`config.mk`:
```
export PLATFORM = sky130hd
export DESIGN_NAME = jk_bank_arbiter
export DESIGN_NICKNAME = d
export VERILOG_FILES = /design/src/rtl/jk_bank_arbiter.sv
export SDC_FILE = /design/constraint.sdc
export NUM_CORES = 1
export LEC_CHECK = 0
export CAP_MARGIN = 5
export CORE_ASPECT_RATIO = 1.2
export CORE_MARGIN = 5
export CORE_UTILIZATION = 40
export CTS_CLUSTER_DIAMETER = 150
export DETAILED_ROUTE_END_ITERATION = 10
export PLACE_DENSITY = 0.69
export SLEW_MARGIN = 5
export SYNTH_ARGS = -nofsm -noshare
export SYNTH_HDL_FRONTEND = slang
export SYNTH_SLANG_ARGS = --single-unit
```
`constraint.sdc`:
```
create_clock -name clk -period 2.2 [get_ports clk]
set_input_delay 0.44 -clock clk [delete_from_list [all_inputs] [get_ports clk]]
set_output_delay 0.44 -clock clk [all_outputs]
set_load 0.005 [all_outputs]
```
`src/rtl/jk_bank_arbiter.sv`:
```
// Two-requester round-robin arbiter in front of a bank of WIDTH JK cells.
// Optional build macro JK_MERGE_EN merges same-cell commands issued in the same cycle.
module jk_bank_arbiter #(
  parameter int WIDTH = 8,
  parameter int IDXW  = 3
) (
  input  logic             clk,
  input  logic             rst,
  input  logic             req0_valid,
  output logic             req0_ready,
  input  logic [IDXW-1:0]  req0_idx,
  input  logic [1:0]       req0_op,
  input  logic             req1_valid,
  output logic             req1_ready,
  input  logic [IDXW-1:0]  req1_idx,
  input  logic [1:0]       req1_op,
  output logic [1:0]       grant,
  output logic [WIDTH-1:0] q,
  output logic             idx_err
);

  typedef enum logic {
    PTR_REQ0 = 1'b0,
    PTR_REQ1 = 1'b1
  } ptr_e;

  typedef struct packed {
    logic            valid;
    logic [IDXW-1:0] idx;
    logic [1:0]      op;
  } cmd_t;

  ptr_e             ptr_q, ptr_d;
  cmd_t             cmd_q, cmd_d;
  logic [1:0]       grant_q, grant_d;
  logic [WIDTH-1:0] q_q, q_d;
  logic             idx_err_q, idx_err_d;
  logic             merge;

  function automatic logic in_range(input logic [IDXW-1:0] idx);
    return 32'(idx) < 32'(WIDTH);
  endfunction

`ifdef JK_MERGE_EN
  assign merge = req0_valid && req1_valid && (req0_idx == req1_idx) && in_range(req0_idx);
`else
  assign merge = 1'b0;
`endif

  // Ready is forced low while rst is high so nothing is handshaken on a reset edge.
  assign req0_ready = !rst && req0_valid && (!req1_valid || ptr_q == PTR_REQ0 || merge);
  assign req1_ready = !rst && req1_valid && (!req0_valid || ptr_q == PTR_REQ1 || merge);

  always_comb begin
    // NOTE: every signal gets a default first so no path leaves it unassigned (no latch).
    ptr_d     = ptr_q;
    cmd_d     = '0;
    grant_d   = {req1_ready, req0_ready};
    q_d       = q_q;
    idx_err_d = idx_err_q;

    if (!merge) begin
      if (req0_ready)      ptr_d = PTR_REQ1;
      else if (req1_ready) ptr_d = PTR_REQ0;
    end

    cmd_d.valid = req0_ready || req1_ready;
    cmd_d.idx   = req0_ready ? req0_idx : req1_idx;
    cmd_d.op    = (req0_ready ? req0_op : 2'b00) | (req1_ready ? req1_op : 2'b00);

    if (cmd_d.valid && !in_range(cmd_d.idx)) idx_err_d = 1'b1;

    // Apply stage: the command accepted on the previous edge updates its cell only.
    if (cmd_q.valid && in_range(cmd_q.idx)) begin
      case (cmd_q.op)
        2'b01:   q_d[cmd_q.idx] = 1'b0;
        2'b10:   q_d[cmd_q.idx] = 1'b1;
        2'b11:   q_d[cmd_q.idx] = ~q_q[cmd_q.idx];
        default: q_d[cmd_q.idx] = q_q[cmd_q.idx];
      endcase
    end
  end

  // NOTE: sequential state uses non-blocking assignments so all registers update together.
  always_ff @(posedge clk) begin
    if (rst) begin
      ptr_q     <= PTR_REQ0;
      cmd_q     <= '0;
      grant_q   <= 2'b00;
      q_q       <= '0;
      idx_err_q <= 1'b0;
    end else begin
      ptr_q     <= ptr_d;
      cmd_q     <= cmd_d;
      grant_q   <= grant_d;
      q_q       <= q_d;
      idx_err_q <= idx_err_d;
    end
  end

  assign grant   = grant_q;
  assign q       = q_q;
  assign idx_err = idx_err_q;

endmodule

```
==> key figures <==
GRT
  • Largest net degree at the start of global routing: 18
  • Antenna violations before repair: 0
  • Vias in the first global route: 877
  • Total grt overflow: 0
  • First-pass GRT wire length: 3.622 mm
  • Total GRT Usage: 13.86%

STA
  • Clock Skew: 0.0008197 ns
  • Highest clock rate: 479.4 MHz
  • Slew at the pin with the worst max-slew slack: 0.6420 ns
  • Relative slew margins: 57.14%
  • Max Slew Vio Count: 0
  • Final Hold Fails: 0
  • Worst Setup Slack, final: 0.1139 ns
  • WHS: 0.4467 ns
  • Final setup vio count: 0
  • Final Critical Period: 2.086 ns
  • Final worst-path cycle share: 94.82%
  • RSZ-0062 raised after global routing: false

Routing
  • Post-Route WL: 2.190 mm
  • Initial DRC Count: 15
  • Initial DRT Pass Iterations: 4
  • Vias: 853
  • Residual DRC: 0
  • Vias/cell: 5.331
  • Detail Route Antenna Nets: 0
  • WL per Instance: 13.69 um

Critical path
  • Crit path DAT: 1.65 ns
  • Critical Path Fanout Max: 3
  • Worst setup SP type: primary input
  • Crit path kind: primary input to output port
  • Critical Path RT: 1.76 ns
  • Worst setup EP type: output port

Pwr
  • Cell Int Power: 0.4540 mW
  • Comb pwr share: 16.4%
  • Switching power: 0.1670 mW
  • Seq pwr share: 56.5%
  • Leak Pwr: 0.4750 nW
  • Worst IR Drop VDD: 0.0003442 V
  • Final Power: 0.6210 mW
  • Power Density: 498.8 nW/um^2
  • Clock network power share: 27.0%
  • Sw Share: 26.89%

Yosys
  • Synthesis Warnings: 0
  • Syn Area/Cell: 9.167 um^2
  • Post-Synth XOR/XNOR Area: 0%
  • Ys async rst share: 0%
  • Synth Area in Compound Gates: 23.78%
  • Synth Net Count: 115
  • Mapped Area: 925.9 um^2
  • Cell count after synthesis: 101
  • Synth Area in Simple Gates: 24.32%
  • Adder and majority gate portion of the synthesized area: 0%
  • Seq/Total Area, Yosys: 36.76%
  • Dominant synthesized flop cell: dfxtp_1
  • Largest family of logic cells by synthesized area: simple AND/OR/NAND/NOR gates
  • Yosys reg bits: 17
  • Post-synth EDFFs: 0
  • Cell variety after synth: 41
  • Mux contribution to synthesized area: 7.027%

Floorplan
  • Die extent in x: 53.92 um
  • Initial Util: 41.00%
  • Core area: 2258 um^2
  • Rows: 19
  • Die Area: 3381 um^2
  • Die height: 62.71 um
  • Num ports: 27

Clocking
  • Clk_lat worst skew: 0.29 ns
  • CTS tree: yes
  • Inserted Clock Buffers: 3
  • Clock Pin Slew Worst Setup and Hold Paths: 0.10 ns
  • H-tree depth: 1
  • Clk sink count: 17
  • Max Root-Sink Buffers: 2
  • CTS Root Cell: clkbuf_4

Job
  • Max cap viols: 0

Place
  • Placement Setup Slack: -0.07284 ns
  • DP HPWL: 1.624 mm
  • Placer Congestion: 0.7683
  • PortBufs: 25
  • DP Cell Count: 155

Layout
  • Register area: 340.3 um^2
  • Share of layout cells above drive strength 1: 17.05%
  • Final core utilization: 55.12%
  • FILL cells: 215
  • Multi-input logic area: 518.0 um^2
  • Area Growth Syn to Fin: 34.46%
  • Finished Layout Cells: 160
  • Diode count: 0
  • Commonest non-fill, non-tap cells in the layout: clkdlybuf4s50_1 (22), dfxtp_1 (17), buf_4 (7), nor2_1 (6)
  • Nets@finish: 144
  • Commonest non-fill, non-tap cell in the layout: clkdlybuf4s50_1

Min path
  • HP Class: primary input to flop

Status
  • Status: finished clean
## synthesized netlist by cell type (3+ instances only)
master    instances  share of area (%)
dfxtp_1          17                 37
nor2_1            6                2.4
a21oi_1           5                2.7
mux2i_1           5                5.4
o21ai_1           5                2.7
buf_4             4                3.2
nand2b_1          4                2.7
nand4b_1          4                3.8
buf_2             3                1.6
nand2_1           3                1.2
nand3_1           3                1.6
o31ai_2           3                4.1
## cells by family (layout without fill, tap and decap cells)
group	count (synthesis)	after routing
AO/OA/AOI/OAI	29	29
buffers and inverters	12	40
flip-flops	17	17
multiplexers	6	6
other	1	1
AND/OR/NAND/NOR	36	36
## routing by layer
layer / GRT usage, % / share of wire, % / up-vias
met5: 0 / 0 / -
met4: 5.751 / 0.59 / 0
met3: 3.819 / 6.7 / 2
met2: 23.03 / 50 / 25
met1: 15.94 / 43 / 399
li1: - / - / 427
## cell type report
type	instances	share of cell area (%)
timing repair buffer	32	24.62
inverter	4	1.206
clock buffer	4	2.111
tap	31	3.116
sequential	17	27.34
multi-input combinational	72	41.61
## timing repair
item | 4_1_cts | 5_1_grt
buffers inserted | 0 | 1
resized for setup | 2 | 2
hold buffers | 0 | 0
pin swaps | 1 | 1
endpoints found under the setup margin | 1 | 2
## worst paths after layout
kind	startpoint	end	slack, ns	cells after the start
max	req1_valid	req1_ready	0.11	3
min	req0_valid	ptr_q	0.45	2
max reg2reg	cmd_q[4]	flop	0.54	4
min reg2reg	flop	flop	0.50	2
## power by group through the flow
stage	registers (mW)	logic, mW	clock network (mW)
2_1_floorplan	0.336	0.0739	0
3_3_place_gp	0.357	0.0986	0
4_1_cts	0.350	0.101	0.172
6_report	0.351	0.102	0.168
3_5_place_dp	0.357	0.101	0
5_1_grt	0.354	0.112	0.183
## through the flow
stage               instance area, um^2   TNS (ns)
floorplan                         925.9          0
global placement                   1204  -0.002924
detailed placement                 1204   -0.07284
CTS                                1232          0
global route                       1245          0
finish                             1245          0
## worst max-delay path: stages
cell and delay (ns):
clkdlybuf4s50_1 0.51, and3_1 0.19, clkdlybuf4s50_1 0.51
(Power assumes the default switching activity.)
